File: config.mk
export PLATFORM = sky130hd
export DESIGN_NAME = regfile_mp_flat
export DESIGN_NICKNAME = d
export VERILOG_FILES = /design/src/rtl/regfile_mp_if.sv /design/src/rtl/regfile_mp.sv /design/src/flat_wrapper.sv
export SDC_FILE = /design/constraint.sdc
export NUM_CORES = 2
export LEC_CHECK = 0
export ABC_AREA = 1
export BUFFER_PORTS_ARGS = -buffer_cell sky130_fd_sc_hd__buf_4
export CORE_MARGIN = 1
export CORE_UTILIZATION = 40
export DETAILED_ROUTE_END_ITERATION = 12
export PLACE_DENSITY_LB_ADDON = 0.1
export SETUP_SLACK_MARGIN = 0.1
export SYNTH_ARGS = -nofsm -noshare
export SYNTH_HDL_FRONTEND = slang
export SYNTH_SLANG_ARGS = --single-unit
File: constraint.sdc
create_clock -name clk -period 5.5 [get_ports clk]
set_input_delay 0.55 -clock clk [delete_from_list [all_inputs] [get_ports clk]]
set_output_delay 0.55 -clock clk [all_outputs]
set_load 0.005 [all_outputs]
File: src/rtl/regfile_mp_if.sv
// regfile_mp_if: decode/writeback side bus of the multi-port register file
interface regfile_mp_if #(parameter int XLEN = 32, AW = 5, NRD = 2);
  logic [NRD*AW-1:0]   rs_addr;
  logic [NRD*XLEN-1:0] rd_data;
  logic [NRD-1:0]      rd_busy;
  logic                wa_en;
  logic [AW-1:0]       wa_addr;
  logic [XLEN-1:0]     wa_data;
  logic                wb_en;
  logic [AW-1:0]       wb_addr;
  logic [XLEN-1:0]     wb_data;
  logic                iss_en;
  logic [AW-1:0]       iss_addr;
  logic                init_done;
  modport master (
    output rs_addr, wa_en, wa_addr, wa_data, wb_en, wb_addr, wb_data, iss_en, iss_addr,
    input  rd_data, rd_busy, init_done
  );
  modport slave (
    input  rs_addr, wa_en, wa_addr, wa_data, wb_en, wb_addr, wb_data, iss_en, iss_addr,
    output rd_data, rd_busy, init_done
  );
endinterface

File: src/rtl/regfile_mp.sv
// regfile_mp: NRD-read / 2-write register file with write bypass, busy scoreboard
// and a post-reset clear sequencer so the array itself needs no reset.
module regfile_mp #(
  parameter int XLEN  = 32,
  parameter int NREGS = 32,
  parameter int AW    = 5,
  parameter int NRD   = 2
) (
  input  logic         clk,
  input  logic         reset,
  regfile_mp_if.slave  bus
);
  typedef enum logic {CLEAR, READY} state_t;
  state_t              r_state, w_state_nxt;
  logic [AW-1:0]       r_ptr, w_ptr_nxt;
  logic                r_init_done, w_init_done_nxt;
  logic [NREGS-1:0]    r_busy, w_busy_nxt;
  logic [XLEN-1:0]     r_mem [NREGS];
  logic                w_ready, w_wa, w_wb, w_wa_mem;
  logic [NRD*XLEN-1:0] w_rd_data;
  logic [NRD-1:0]      w_rd_busy;
  assign w_ready  = r_state == READY;
  assign w_wa     = w_ready && bus.wa_en && bus.wa_addr != '0;
  assign w_wb     = w_ready && bus.wb_en && bus.wb_addr != '0;
  // port B wins a same-address collision, so A is suppressed rather than ordered
  assign w_wa_mem = w_wa && !(w_wb && bus.wb_addr == bus.wa_addr);
  always_ff @(posedge clk or negedge reset) begin
    if (!reset) begin
      r_state     <= CLEAR;
      r_ptr       <= AW'(1);
      r_init_done <= 1'b0;
      r_busy      <= '0;
    end else begin
      r_state     <= w_state_nxt;
      r_ptr       <= w_ptr_nxt;
      r_init_done <= w_init_done_nxt;
      r_busy      <= w_busy_nxt;
    end
  end
  always_comb begin
    w_state_nxt     = r_state;
    w_ptr_nxt       = r_ptr;
    w_init_done_nxt = r_init_done;
    if (r_state == CLEAR) begin
      w_ptr_nxt = r_ptr + 1'b1;
      if (r_ptr == AW'(NREGS - 1)) begin
        w_state_nxt     = READY;
        w_init_done_nxt = 1'b1;
      end
    end
  end
  always_comb begin
    w_busy_nxt = r_busy;
    for (int r = 1; r < NREGS; r++) begin
      if ((w_wa && bus.wa_addr == AW'(r)) || (w_wb && bus.wb_addr == AW'(r))) w_busy_nxt[r] = 1'b0;
      if (w_ready && bus.iss_en && bus.iss_addr == AW'(r)) w_busy_nxt[r] = 1'b1;
    end
    w_busy_nxt[0] = 1'b0;
  end
  always_ff @(posedge clk) begin
    if (r_state == CLEAR) r_mem[r_ptr] <= '0;
    else begin
      if (w_wa_mem) r_mem[bus.wa_addr] <= bus.wa_data;
      if (w_wb) r_mem[bus.wb_addr] <= bus.wb_data;
    end
  end
  for (genvar g = 0; g < NRD; g++) begin : g_rd
    logic [AW-1:0] w_ra;
    logic          w_hit_a, w_hit_b;
    assign w_ra    = bus.rs_addr[g*AW +: AW];
    assign w_hit_a = w_wa && bus.wa_addr == w_ra;
    assign w_hit_b = w_wb && bus.wb_addr == w_ra;
    assign w_rd_data[g*XLEN +: XLEN] = (!w_ready || w_ra == '0) ? '0 :
                                       w_hit_b ? bus.wb_data :
                                       w_hit_a ? bus.wa_data : r_mem[w_ra];
    // a write landing now resolves the hazard unless a new producer issues too
    assign w_rd_busy[g] = w_ready && w_ra != '0 && r_busy[w_ra] &&
                          !((w_hit_a || w_hit_b) && !(bus.iss_en && bus.iss_addr == w_ra));
  end
  assign bus.rd_data   = w_rd_data;
  assign bus.rd_busy   = w_rd_busy;
  assign bus.init_done = r_init_done;
endmodule

File: src/flat_wrapper.sv
// flat-port wrapper written by rule: the top's interface ports become plain ports
module regfile_mp_flat 
#(
  parameter int XLEN  = 32,
  parameter int NREGS = 32,
  parameter int AW    = 5,
  parameter int NRD   = 2
)
  (clk, reset, bus_rs_addr, bus_wa_en, bus_wa_addr, bus_wa_data, bus_wb_en, bus_wb_addr, bus_wb_data, bus_iss_en, bus_iss_addr, bus_rd_data, bus_rd_busy, bus_init_done);
  regfile_mp_if #(.XLEN(XLEN), .AW(AW), .NRD(NRD)) bus_i ();
  input  logic clk;
  input  logic reset;
  input wire logic [$bits(bus_i.rs_addr)-1:0] bus_rs_addr;
  input wire logic [$bits(bus_i.wa_en)-1:0] bus_wa_en;
  input wire logic [$bits(bus_i.wa_addr)-1:0] bus_wa_addr;
  input wire logic [$bits(bus_i.wa_data)-1:0] bus_wa_data;
  input wire logic [$bits(bus_i.wb_en)-1:0] bus_wb_en;
  input wire logic [$bits(bus_i.wb_addr)-1:0] bus_wb_addr;
  input wire logic [$bits(bus_i.wb_data)-1:0] bus_wb_data;
  input wire logic [$bits(bus_i.iss_en)-1:0] bus_iss_en;
  input wire logic [$bits(bus_i.iss_addr)-1:0] bus_iss_addr;
  output wire logic [$bits(bus_i.rd_data)-1:0] bus_rd_data;
  output wire logic [$bits(bus_i.rd_busy)-1:0] bus_rd_busy;
  output wire logic [$bits(bus_i.init_done)-1:0] bus_init_done;
  assign bus_i.rs_addr = bus_rs_addr;
  assign bus_i.wa_en = bus_wa_en;
  assign bus_i.wa_addr = bus_wa_addr;
  assign bus_i.wa_data = bus_wa_data;
  assign bus_i.wb_en = bus_wb_en;
  assign bus_i.wb_addr = bus_wb_addr;
  assign bus_i.wb_data = bus_wb_data;
  assign bus_i.iss_en = bus_iss_en;
  assign bus_i.iss_addr = bus_iss_addr;
  assign bus_rd_data = bus_i.rd_data;
  assign bus_rd_busy = bus_i.rd_busy;
  assign bus_init_done = bus_i.init_done;
  regfile_mp #(.XLEN(XLEN), .NREGS(NREGS), .AW(AW), .NRD(NRD)) u_core (.clk(clk), .reset(reset), .bus(bus_i));
endmodule
==> metrics <==
status finished clean; largest family of logic cells by synthesized area simple AND/OR/NAND/NOR gates; Placed Cells slightly above 10,000; net count reported at finish ~8,400; Synth Area in Simple Gates approximately 25%; DRC viols 0; crit-path max FO 39; Yosys warnings 0; Post-CTS Setup Bufs 0; # IOs 161; DP Wirelength about 170 mm; RSZ-0062 raised after global routing no; first-pass GRT wire length roughly 450 mm; Unique masters post-synth 45; vias per inst between 6 and 7; hold path depth 3; Syn Area/Cell 7.72 sq um; post-synth top area cell edfxtp_1; First-pass DRT Iterations 9; Sink Count around 1,100; final hold slack between 0.15 and 0.2 ns; cell with the most instances after synthesis nand2_1; GRT overflow 0; Leak between 20 and 30 nW; Critical Path AT between 4 and 5 ns; Switching Share between 20 and 30%; Final min period around 4.7 ns; Core ar. 167,000 sq um; die height 412 microns; Final Util 43.5%; Worst-Margin Slew 1.35 ns; Max VDD drop ~0.00031 V; largest net degree at the start of global routing around 170; DRT iter0 DRCs 10,400; Starting Density roughly two fifths; number of global-route vias before repair just under 60,000; CTS tree built; sequential share of power 43.9%; Pint between 10 and 15 mW; top cells by count, synth 2,735 x nand2_1, 1,133 x o21ai_0, 1,024 x edfxtp_1, 779 x nand3_1, 497 x inv_1; port bufs 160; crit path kind reg -> out; Post-synth EDFFs about 1,000; top-area cell type share of the netlist area a little under half; FP Rows 150; synthesized instance count 8,706; Fmax between 200 and 250 MHz; R2R setup slack about 1.4 ns; count of pins over their slew limit 0; Worst Setup End Kind output pin; Synth async-reset ratio 3.58%; Switching Power 6.03 mW; ANT nets after route 0; Clk Latency, worst-skew pair roughly 0.8 ns; synth top area cells edfxtp_1 46%, nand2_1 15%, o21ai_0 8.4%, nand3_1 5.8%, o211ai_1 3.6%; Vias 65,400; gp weighted congestion between 0.9 and 1; Total GRT Usage a little under two fifths; Hold/Removal Path Class in -> reg; predominant post-synthesis flop cell edfxtp_1; Reg clk slew, reported paths around 0.060 ns; PnR Total Power roughly 20 mW; Sum Neg Setup Slack 0 ns; Synth Area in Compound Gates about 18%; die area about 170,000 sq um; Finished Layout Cells 10,600; CTS Root Cell clkbuf_16; FF-to-FF path depth 10; Post-Synth Adder-Cell Area 0.0373%; Max Cap Viol 0; Crit path required time between 4 and 5 ns; Worst slew margin about a tenth; Clock power frac between 40% and 50%; final setup skew about 0.024 ns; CTS Buf Count 134; hold endpoint u_core.r_busy[19]; Layout area overhead 8.10%; antenna violations before repair 13; hold path start bus_iss_addr[0]; synthesized cell area about 67,000 sq um; post-synthesis sequential area ratio 47.2%; multiplexer area fraction after synthesis 0%; critical path launch point type flip-flop; Clock Tree Buf Depth 3; wire per inst between 30 and 40 microns; # setup viols final 0; final hold viol count 0; post-synth net total about 9,000; ratio of cells with drive above 1 in the final layout between 7 and 8%; htree depth 4; r2r endpoint u_core.r_mem[28][18]; fin crit share between 80% and 90%; Die Width between 400 and 500 microns; FF-to-FF Start u_core.r_state; xor/xnor share of the synthesized area less than 1%; synthesized flop and latch total roughly 1,100; Gate power share around 14%; drt total wl roughly 330 mm; power per cell area 283 nW/um^2
-- registers in the layout (all words and copies together), names as in the netlist --
name,flops
u_core.r_busy,31
u_core.bus.init_done,1
u_core.r_ptr,5
u_core.r_mem,1024
u_core.r_state,1
-- metal layers --
layer / GRT usage, % / part of all wire, % / vias up
met5: 0 / 0.019 / -
met4: 20.5 / 6.1 / 8
met3: 7.72 / 12 / 1004
met2: 58.1 / 44 / 4697
met1: 48.5 / 37 / 31000
li1: - / - / 28700
-- worst max path at each step --
stage	start	endpoint	slack, ns	depth (start not counted)
after CTS	u_core.r_state	bus_rd_data[14]	0.89	9
after floorplan	bus_wa_addr[1]	u_core.r_mem[0][0]	2.56	14
after detailed placement	bus_rs_addr[1]	bus_rd_data[25]	1.35	14
after global routing	u_core.r_state	bus_rd_data[14]	0.84	9
after global placement	bus_rs_addr[1]	bus_rd_data[14]	1.40	10
final	u_core.r_state	bus_rd_data[14]	0.80	9
-- critical path: stages (launching register included) --
cell,delay (ns)
dfrtp_1,0.62
nand2_1,0.18
inv_1,0.11
nand2_4,0.23
inv_4,0.16
nand2_4,0.38
buf_4,0.66
nand3_1,0.40
a21oi_1,0.30
buf_4,0.15
-- what timing repair did --
| item | 4_1_cts | 5_1_grt |
|---|---|---|
| resized for setup | 0 | 0 |
| hold endpoints to repair | 37 | 0 |
| hold buffers | 1 | 0 |
-- placed cells by master, fill, tap and decap left out, types with 16 or more instances in the layout --
| cell | count |
|---|---|
| a21boi_0 | 25 |
| a21oi_1 | 413 |
| a22oi_1 | 26 |
| buf_12 | 24 |
| buf_4 | 253 |
| clkbuf_1 | 33 |
| clkbuf_16 | 138 |
| clkinv_1 | 36 |
| clkinv_2 | 41 |
| dfrtp_1 | 37 |
| edfxtp_1 | 1024 |
| inv_1 | 476 |
| nand2_1 | 2686 |
| nand2_2 | 16 |
| nand2_4 | 51 |
| nand3_1 | 777 |
| nand4_1 | 65 |
| nor2_1 | 380 |
| nor2_8 | 30 |
| nor3_1 | 17 |
| o211ai_1 | 320 |
| o21ai_0 | 1133 |
| o21ai_1 | 227 |
-- stage by stage --
| step | setup slack, ns | cell area (sq um) |
|---|---|---|
| 3_5_place_dp | 1.35 | 68500 |
| 5_1_grt | 0.844 | 72600 |
| 3_3_place_gp | 1.40 | 68500 |
| 6_report | 0.802 | 72600 |
| 2_1_floorplan | 2.56 | 67200 |
| 4_1_cts | 0.888 | 72600 |
-- logic make-up after synthesis --
group	count (synthesis)
buf+inv	1384
simple gates	4056
xor+xnor	20
compound gates	2182
fa+ha+maj	2
flops	1062
-- area by class of cell --
class	count	area, sq um
Fill cell	16600	94400
Sequential cell	1062	31700
Multi-Input combinational cell	6260	29600
Clock buffer	171	3580
Tap cell	2204	2760
Timing Repair Buffer	283	2460
Inverter	519	2020
Clock inverter	74	469
Antenna cell	6	15.0
-- power by group through the flow --
stage,Clock (mW),Combinational [mW],Sequential [mW]
after global placement,0,2.85,9.19
after global routing,8.76,3.14,9.02
after CTS,8.50,2.88,9.02
after floorplan,0,1.77,9.17
after detailed placement,0,2.88,9.19
final,8.52,2.98,9.02
(Power assumes the default switching activity.)
